`src/rtl/hit_pair_packer_if.sv`:
```
// Dual-lane R18 hit bus: single-lane fragment input side plus paired output side.
// The packer uses the slave view; whatever feeds fragments and consumes pairs uses the master view.
interface hit_pair_packer_if #(
  parameter int SIGFIG = 24,
  parameter int AXIS   = 3,
  parameter int COLORS = 3
);
  logic                                     halt_RnnnnL;
  logic                                     flush_RnnnnH;
  logic signed [AXIS-1:0][SIGFIG-1:0]       hit_R16S;
  logic        [COLORS-1:0][SIGFIG-1:0]     color_R16U;
  logic                                     hit_valid_R16H;
  logic                                     hit_ready_R16H;
  logic signed [1:0][AXIS-1:0][SIGFIG-1:0]  hit_R18S;
  logic        [1:0][COLORS-1:0][SIGFIG-1:0] color_R18U;
  logic        [1:0]                        hit_valid_R18H;
  logic                                     empty_RnnnnH;

  modport master (
    output halt_RnnnnL,
    output flush_RnnnnH,
    output hit_R16S,
    output color_R16U,
    output hit_valid_R16H,
    input  hit_ready_R16H,
    input  hit_R18S,
    input  color_R18U,
    input  hit_valid_R18H,
    input  empty_RnnnnH
  );

  modport slave (
    input  halt_RnnnnL,
    input  flush_RnnnnH,
    input  hit_R16S,
    input  color_R16U,
    input  hit_valid_R16H,
    output hit_ready_R16H,
    output hit_R18S,
    output color_R18U,
    output hit_valid_R18H,
    output empty_RnnnnH
  );
endinterface

```
`src/rtl/hit_pair_packer.sv`:
```
// Packs a single-lane fragment stream into dual-lane hits for the z-buffer.
// Two fragments share a cycle only when every color channel matches, since the z-buffer reads lane 0 color only.
module hit_pair_packer #(
  parameter int SIGFIG  = 24,
  parameter int RADIX   = 10,
  parameter int AXIS    = 3,
  parameter int COLORS  = 3,
  parameter int TIMEOUT = 8
) (
  input  logic              clk,
  input  logic              rst,
  hit_pair_packer_if.slave  bus
);

  localparam int TW = $clog2(TIMEOUT + 1);
  localparam logic [TW-1:0] TIMER_LAST = TW'(TIMEOUT - 1);

  if (TIMEOUT < 1 || TIMEOUT > 255 || RADIX < 0 || RADIX > SIGFIG) begin : g_bad_param
    $error("hit_pair_packer: TIMEOUT must be 1..255 and RADIX must fit in SIGFIG");
  end

  typedef logic signed [AXIS-1:0][SIGFIG-1:0]       hit_t;
  typedef logic        [COLORS-1:0][SIGFIG-1:0]     col_t;
  typedef logic signed [1:0][AXIS-1:0][SIGFIG-1:0]  hit_pair_t;
  typedef logic        [1:0][COLORS-1:0][SIGFIG-1:0] col_pair_t;

  typedef enum logic {
    EMPTY = 1'b0,
    HELD  = 1'b1
  } state_t;

  state_t     state_q, state_n;
  hit_t       hold_hit_q, hold_hit_n;
  col_t       hold_col_q, hold_col_n;
  logic [TW-1:0] timer_q, timer_n;
  hit_pair_t  out_hit_q, out_hit_n;
  col_pair_t  out_col_q, out_col_n;
  logic [1:0] out_valid_q, out_valid_n;

  logic colors_match;
  logic timer_expired;

  assign colors_match  = (bus.color_R16U == hold_col_q);
  assign timer_expired = (timer_q == TIMER_LAST);

  always_ff @(posedge clk or negedge rst) begin
    if (!rst) begin
      state_q     <= EMPTY;
      hold_hit_q  <= '0;
      hold_col_q  <= '0;
      timer_q     <= '0;
      out_hit_q   <= '0;
      out_col_q   <= '0;
      out_valid_q <= 2'b00;
    end else begin
      state_q     <= state_n;
      hold_hit_q  <= hold_hit_n;
      hold_col_q  <= hold_col_n;
      timer_q     <= timer_n;
      out_hit_q   <= out_hit_n;
      out_col_q   <= out_col_n;
      out_valid_q <= out_valid_n;
    end
  end

  // Halt freezes everything; the held fragment leaves on pairing, mismatch, flush or timeout, in that priority.
  always_comb begin
    state_n     = state_q;
    hold_hit_n  = hold_hit_q;
    hold_col_n  = hold_col_q;
    timer_n     = timer_q;
    out_hit_n   = out_hit_q;
    out_col_n   = out_col_q;
    out_valid_n = 2'b00;

    if (bus.halt_RnnnnL) begin
      case (state_q)
        EMPTY: begin
          if (bus.hit_valid_R16H) begin
            hold_hit_n = bus.hit_R16S;
            hold_col_n = bus.color_R16U;
            timer_n    = '0;
            state_n    = HELD;
          end
        end
        HELD: begin
          if (bus.hit_valid_R16H && colors_match) begin
            out_valid_n  = 2'b11;
            out_hit_n[0] = hold_hit_q;
            out_col_n[0] = hold_col_q;
            out_hit_n[1] = bus.hit_R16S;
            out_col_n[1] = bus.color_R16U;
            timer_n      = '0;
            state_n      = EMPTY;
          end else if (bus.hit_valid_R16H) begin
            out_valid_n  = 2'b01;
            out_hit_n[0] = hold_hit_q;
            out_col_n[0] = hold_col_q;
            hold_hit_n   = bus.hit_R16S;
            hold_col_n   = bus.color_R16U;
            timer_n      = '0;
          end else if (bus.flush_RnnnnH || timer_expired) begin
            out_valid_n  = 2'b01;
            out_hit_n[0] = hold_hit_q;
            out_col_n[0] = hold_col_q;
            timer_n      = '0;
            state_n      = EMPTY;
          end else begin
            timer_n = timer_q + TW'(1);
          end
        end
        default: begin
          state_n = EMPTY;
        end
      endcase
    end
  end

  assign bus.hit_ready_R16H = bus.halt_RnnnnL;
  assign bus.empty_RnnnnH   = (state_q == EMPTY);
  assign bus.hit_R18S       = out_hit_q;
  assign bus.color_R18U     = out_col_q;
  assign bus.hit_valid_R18H = out_valid_q;

endmodule
```
`src/flat_wrapper.sv`:
```
// flat-port wrapper written by rule: the top's interface ports become plain ports
module hit_pair_packer_flat 
#(
  parameter int SIGFIG  = 24,
  parameter int RADIX   = 10,
  parameter int AXIS    = 3,
  parameter int COLORS  = 3,
  parameter int TIMEOUT = 8
)
  (clk, rst, bus_halt_RnnnnL, bus_flush_RnnnnH, bus_hit_R16S, bus_color_R16U, bus_hit_valid_R16H, bus_hit_ready_R16H, bus_hit_R18S, bus_color_R18U, bus_hit_valid_R18H, bus_empty_RnnnnH);
  hit_pair_packer_if #(.SIGFIG(SIGFIG), .AXIS(AXIS), .COLORS(COLORS)) bus_i ();
  input  logic clk;
  input  logic rst;
  input wire logic [$bits(bus_i.halt_RnnnnL)-1:0] bus_halt_RnnnnL;
  input wire logic [$bits(bus_i.flush_RnnnnH)-1:0] bus_flush_RnnnnH;
  input wire logic [$bits(bus_i.hit_R16S)-1:0] bus_hit_R16S;
  input wire logic [$bits(bus_i.color_R16U)-1:0] bus_color_R16U;
  input wire logic [$bits(bus_i.hit_valid_R16H)-1:0] bus_hit_valid_R16H;
  output wire logic [$bits(bus_i.hit_ready_R16H)-1:0] bus_hit_ready_R16H;
  output wire logic [$bits(bus_i.hit_R18S)-1:0] bus_hit_R18S;
  output wire logic [$bits(bus_i.color_R18U)-1:0] bus_color_R18U;
  output wire logic [$bits(bus_i.hit_valid_R18H)-1:0] bus_hit_valid_R18H;
  output wire logic [$bits(bus_i.empty_RnnnnH)-1:0] bus_empty_RnnnnH;
  assign bus_i.halt_RnnnnL = bus_halt_RnnnnL;
  assign bus_i.flush_RnnnnH = bus_flush_RnnnnH;
  assign bus_i.hit_R16S = bus_hit_R16S;
  assign bus_i.color_R16U = bus_color_R16U;
  assign bus_i.hit_valid_R16H = bus_hit_valid_R16H;
  assign bus_hit_ready_R16H = bus_i.hit_ready_R16H;
  assign bus_hit_R18S = bus_i.hit_R18S;
  assign bus_color_R18U = bus_i.color_R18U;
  assign bus_hit_valid_R18H = bus_i.hit_valid_R18H;
  assign bus_empty_RnnnnH = bus_i.empty_RnnnnH;
  hit_pair_packer #(.SIGFIG(SIGFIG), .RADIX(RADIX), .AXIS(AXIS), .COLORS(COLORS), .TIMEOUT(TIMEOUT)) u_core (.clk(clk), .rst(rst), .bus(bus_i));
endmodule
```
`config.mk`:
```
export PLATFORM = sky130hd
export DESIGN_NAME = hit_pair_packer_flat
export DESIGN_NICKNAME = d
export VERILOG_FILES = /design/src/rtl/hit_pair_packer_if.sv /design/src/rtl/hit_pair_packer.sv /design/src/flat_wrapper.sv
export SDC_FILE = /design/constraint.sdc
export NUM_CORES = 1
export LEC_CHECK = 0
export ABC_AREA = 1
export CORE_ASPECT_RATIO = 2
export CORE_UTILIZATION = 25
export CTS_BUF_LIST = sky130_fd_sc_hd__clkbuf_16
export DETAILED_ROUTE_END_ITERATION = 8
export GPL_ROUTABILITY_DRIVEN = 0
export PLACE_DENSITY_LB_ADDON = 0.25
export SYNTH_ARGS = -nofsm -noshare
export SYNTH_HDL_FRONTEND = slang
export SYNTH_SLANG_ARGS = --single-unit
```
`constraint.sdc`:
```
create_clock -name clk -period 4.3 [get_ports clk]
set_input_delay 0.86 -clock clk [delete_from_list [all_inputs] [get_ports clk]]
set_output_delay 0.86 -clock clk [all_outputs]
set_load 0.05 [all_outputs]
```
==> results.cfg, run 1 <==
[worst_setup_path]
r2r_end = u_core.bus.hit_R18S[95]
cp-startpoint = bus_color_R16U[46]
crit_type = primary input to flip-flop
r2r_cells = 10
timing.rr.start = u_core.hold_col_q[56]
max_stage_delay_ns = 0.81
path_cells = clkdlybuf4s50_1 -> inv_1 -> nand2_1 -> o21ai_1 -> nor2_1 -> nand2_1 -> nor2_1 -> nand2_1 -> nor2_4 -> buf_4 -> nand4_1 -> nand2_1
start_kind = primary input
path_max_fanout = 89
cp-end-kind = flip-flop
rrSetupSlack_ns = 1.25
crit_arrival_ns = 4.14
crit_path_frequent_cell = nand2_1
slowest_stage = buf_4
required_ns = 4.81

[floorplanning]
dieArea_um2 = 75810
rows = 141
io_pins = 441
dieHeight_um = 388.4
die_w_um = 195.2
core_um2 = 73920
initial_core_util_pct = 25.25

[synth]
synth_fp_nets = 2383
syn_area_per_cell_um2 = 8.358
synth_seq_cells = 439
syn-cell-area_um2 = 18660
syn_inst = 2233
yosysWarningCount = 0
seq_area_frac_synth_pct = 58.86
synthDistinctLibCells = 23

[detailed_routing]
wl_per_cell_um = 20.23
first_pass_iters = 5
route.detailed.drc = 0
vias_per_cell = 4.611
vias = 16480
dr.first_iter.drc_count = 842
ant_nets = 0
wl_um = 72280

[placed_design]
dpl.hpwl_um = 50240
portBuffers = 440
dpl-instance-area_um2 = 24070

[timing]
max_freq_mhz = 275.5
worst_slew_pin_slew_ns = 1.135
tns_ns = 0
finalCriticalPeriod_ns = 3.629
relSlewSlack_pct = 24.33
hold_viol = 0
rsz0062_at_grt = false
fin_crit_sh_pct = 84.41
drv_slew = 0
setup_viol = 0
clock_skew_ns = 0.02282
hold_slack_ns = 0.3441

[min_path]
min_path_type = primary input to async pin

[clock_tree]
cts_tree = yes
clock-sinks = 439
clkLatencyLatePin_ns = 0.59
cts.clk_slew.worst_paths_ns = 0.06
htree_levels = 2
cts_buffer_depth = 3
cts-buffers-inserted = 43
cts_root_buf = clkbuf_16
cts-hold-fix-buffers = 0
cts_resized = 0
post-cts-setup-buffers = 0

[run]
max_cap_violations = 0

[global_route]
grtUsageTotal_pct = 19.05
grt_pass1_wl_um = 108900
grt_pass1_vias = 16690
antenna_found_initial = 1
grt_max_degree = 195
overflow = 0

[layout]
drive_above_1_share_pct = 4.160
most-common-layout-cells = 1,088 x nand2_1, 439 x clkdlybuf4s50_1, 439 x dfrtp_1, 150 x nand3_1, 145 x nand4_1
stdcell_area_um2 = 25420
area_growth_pct = 36.22
final_nets = 2759
final_common_cell = nand2_1
num_antenna_cells = 0

[pwr]
ir_drop_mv = 0.2575
power_density_nw_per_um2 = 464.1
leakagePower_nw = 12.89

[run_status]
status = complete, no violations
-- worst max-delay path: cells and delay by family --
family,cells,cell delay [ns]
AO/OA/AOI/OAI,1,0.13
AND/OR/NAND/NOR,8,1.46
buffers and inverters,3,1.53
-- power breakdown --
part           internal [mW]  switching, mW
clock network           2.05           1.76
registers               4.61          0.336
logic                  0.949           2.10
-- stage by stage --
step / total power, mW / std cells / setup WS [ns] / util, %
2_1_floorplan: 6.695 / 2233 / 2.083 / -
3_3_place_gp: 8.078 / 3493 / 0.1291 / 32.56
3_5_place_dp: 8.110 / 3493 / 0.03466 / 32.56
4_1_cts: 12.01 / 3573 / 0.6801 / 34.39
5_1_grt: 12.34 / 3573 / 0.5693 / 34.39
6_report: 11.80 / 3573 / 0.6705 / 34.39
-- state kept, by name, summed over array words and instances (netlist names) --
register,count
u_core.bus.hit_R18S,144
u_core.bus.hit_valid_R18H,2
u_core.hold_hit_q,72
u_core.timer_q,4
u_core.state_q,1
u_core.bus.color_R18U,144
u_core.hold_col_q,72
-- routing by layer --
layer / part of all wire (%) / up-vias / track usage, % / routed length (µm)
met3: 5.8 / 97 / 3.670 / 4158
li1: - / 7819 / - / -
met1: 39 / 7997 / 21.77 / 28070
met4: 4.2 / 2 / 8.361 / 3072
met5: 0.018 / - / 0 / 13
met2: 51 / 561 / 34.12 / 36960
-- synthesized netlist by cell type --
library cell / number / area share, %
xnor2_1: 12 / 0.56
a32o_1: 1 / 0.054
ha_1: 1 / 0.067
buf_2: 43 / 1.2
nor2_1: 50 / 1.0
inv_2: 9 / 0.18
clkbuf_1: 71 / 1.4
nand2_1: 1089 / 22
o21ai_1: 12 / 0.32
xor2_1: 11 / 0.52
nand4_1: 145 / 4.9
or2_2: 1 / 0.034
buf_1: 13 / 0.26
nand3_1: 151 / 4.0
inv_1: 109 / 2.2
nand2_4: 1 / 0.060
a21oi_1: 3 / 0.080
buf_6: 12 / 0.72
dfrtp_1: 439 / 59
o21ai_0: 54 / 1.4
buf_4: 3 / 0.12
nor3_1: 2 / 0.054
nor2_4: 1 / 0.060
-- layout make-up --
cell class | count | area [µm²]
tap | 929 | 1162
clock inverter | 36 | 255.2
timing repair buffer | 473 | 4882
fill | 7632 | 48500
inverter | 118 | 452.9
clock buffer | 44 | 1101
sequential | 439 | 10990
multi-input combinational | 1534 | 6583
-- logic make-up (layout without fill, tap and decap cells) --
| logic type | after synthesis | count (layout) | share of synthesized area, % |
|---|---|---|---|
| adder cells (fa/ha/maj) | 1 | 1 | 0.06703 |
| buffers and inverters | 260 | 671 | 6.061 |
| flip-flops | 439 | 439 | 58.86 |
| XOR/XNOR | 23 | 23 | 1.079 |
| AO/OA/AOI/OAI | 70 | 70 | 1.904 |
| AND/OR/NAND/NOR | 1440 | 1440 | 32.03 |
-- how the worst max path moves through the flow --
stage / to / slack (ns) / depth (start not counted)
CTS: u_core.bus.color_R18U[132] / 0.68 / 12
floorplan: u_core.bus.color_R18U[100] / 2.08 / 13
finish: u_core.bus.hit_R18S[95] / 0.67 / 12
detailed placement: u_core.bus.color_R18U[132] / 0.03 / 12
global placement: u_core.bus.hit_R18S[135] / 0.13 / 12
global route: u_core.bus.hit_R18S[95] / 0.57 / 12
(Power assumes the default switching activity.)
==> inputs of run 2 (changes only) <==
==> constraint.sdc (replaced) <==
create_clock -name clk -period 3.1 [get_ports clk]
set_input_delay 0.62 -clock clk [delete_from_list [all_inputs] [get_ports clk]]
set_output_delay 0.62 -clock clk [all_outputs]
set_load 0.05 [all_outputs]
==> results.cfg, run 2 (synthesis results as in run 1) <==
[run_status]
status = finished, violations left
violations = hold timing

[worst_setup_path]
path_max_fanout = 102
endpoint = u_core.bus.color_R18U[132]
r2r_cells = 11
timing.rr.start = u_core.hold_col_q[62]
r2r_end = u_core.bus.color_R18U[132]
crit_type = primary input to flip-flop
crit_arrival_ns = 3.24
start_kind = primary input
rrSetupSlack_ns = 0.56
cp-startpoint = bus_color_R16U[62]
cp-end-kind = flip-flop
required_ns = 3.56

[timing]
hold_viol = 3
setup_ws_ns = 0.3242
fin_crit_sh_pct = 89.54
hold_slack_ns = -0.004489
finalCriticalPeriod_ns = 2.776
clock_skew_ns = 0.02580
drv_slew = 0
worst_slew_pin_slew_ns = 0.7510
setup_viol = 0
max_freq_mhz = 360.3
relSlewSlack_pct = 49.78
rsz0062_at_grt = false

[global_route]
grt_pass1_vias = 17050
grtUsageTotal_pct = 19.17
grt_pass1_wl_um = 109600
overflow = 0
antenna_found_initial = 4
grt_max_degree = 107

[floorplanning]
initial_core_util_pct = 25.25
core_um2 = 73920
io_pins = 441
die_w_um = 195.2
dieHeight_um = 388.4
dieArea_um2 = 75810
rows = 141

[detailed_routing]
vias = 16600
ant_nets = 0
wl_per_cell_um = 20.12
wl_um = 72660
dr.first_iter.drc_count = 790
route.detailed.drc = 0
first_pass_iters = 7
wl_met1_um = 27530
routed-wl-met3_um = 4752
vias_per_cell = 4.595
met2_wirelength_um = 36820
top_layer = met5

[placed_design]
dpl_worst_slack_ns = -0.2840
dpl.hpwl_um = 52340
portBuffers = 440

[run]
max_cap_violations = 0

[clock_tree]
cts_root_buf = clkbuf_16
clock-sinks = 439
cts_buffer_depth = 3
cts_tree = yes
htree_levels = 2
cts.clk_slew.worst_paths_ns = 0.06
post-cts-setup-buffers = 0
cts_resized = 0
cts-buffers-inserted = 44
cts-hold-fix-buffers = 0
clkLatencyLatePin_ns = 0.59

[pwr]
power_density_nw_per_um2 = 628.8
leakagePower_nw = 13.10
ir_drop_mv = 0.3891

[layout]
drive_above_1_share_pct = 5.667
final_core_utilization_pct = 34.95
final_nets = 2799
area_growth_pct = 38.44
most-common-layout-cells = 1,088 x nand2_1, 439 x dfrtp_1, 437 x clkdlybuf4s50_1, 150 x nand3_1, 145 x nand4_1
final_common_cell = nand2_1

[min_path]
min_path_type = primary input to async pin
## run 2: changes by cell type in the layout (fill, tap and decap cells not counted), sizes merged
cell,change
clkinvlp,+1
buf,+41
clkdlybuf4s50,-2
clkinv,+6
diode,+1
inv,-6
bufinv,-2
## run 2: layer usage
metal,GRT usage [%],vias to the layer above
met3,4.590,121
met2,34.04,544
met1,21.35,8031
met5,0,-
li1,-,7896
met4,9.077,4
## run 2: power by group
group	internal, mW	total, mW	switching (mW)	leakage [nW]
Combinational	1.37	4.34	2.97	6.70
Sequential	6.40	6.83	0.430	5.73
Clock	2.67	5.08	2.41	0.667
## run 2: cell type report
class,instances,area (µm²)
flip-flops and latches,439,10990
repair buffers,512,5345
clock buffers,44,1101
clock inverters,35,205.2
inverters,118,452.9
diodes,1,2.502
multi-input cells,1534,6583
well taps,929,1162
fillers,7571,48080
## run 2: how the worst min path moves through the flow
stage,end,depth (start not counted),start
2_1_floorplan,u_core.bus.color_R18U[0],0,rst
6_report,u_core.bus.hit_R18S[35],1,rst
5_1_grt,u_core.bus.hit_R18S[35],1,rst
4_1_cts,u_core.bus.hit_R18S[35],1,rst
3_5_place_dp,u_core.bus.hit_R18S[65],2,u_core.hold_hit_q[65]
3_3_place_gp,u_core.bus.hit_R18S[10],2,u_core.hold_hit_q[10]
## run 2: worst max-delay path, cell delays in order
cell	delay, ns
clkdlybuf4s50_1	0.55
inv_1	0.06
nand2_1	0.18
nand2_1	0.08
nor2_1	0.11
nand2_1	0.15
nor2_1	0.19
nand2_1	0.11
nor2_4	0.28
nand4_1	0.24
buf_12	0.25
nand2_1	0.16
nand2_1	0.06
## run 2: stage by stage
stage               power, mW  hold WS, ns  cell area, µm²  setup TNS (ns)  std cells
floorplan               9.287       0.3244           18660               0       2233
global placement        11.27       0.4496           24530          -59.94       3532
detailed placement      11.32       0.4506           24530          -66.26       3532
CTS                     16.52      0.03144           25830               0       3611
global route            16.99      0.02050           25830               0       3611
finish                  16.25    -0.004489           25840               0       3612
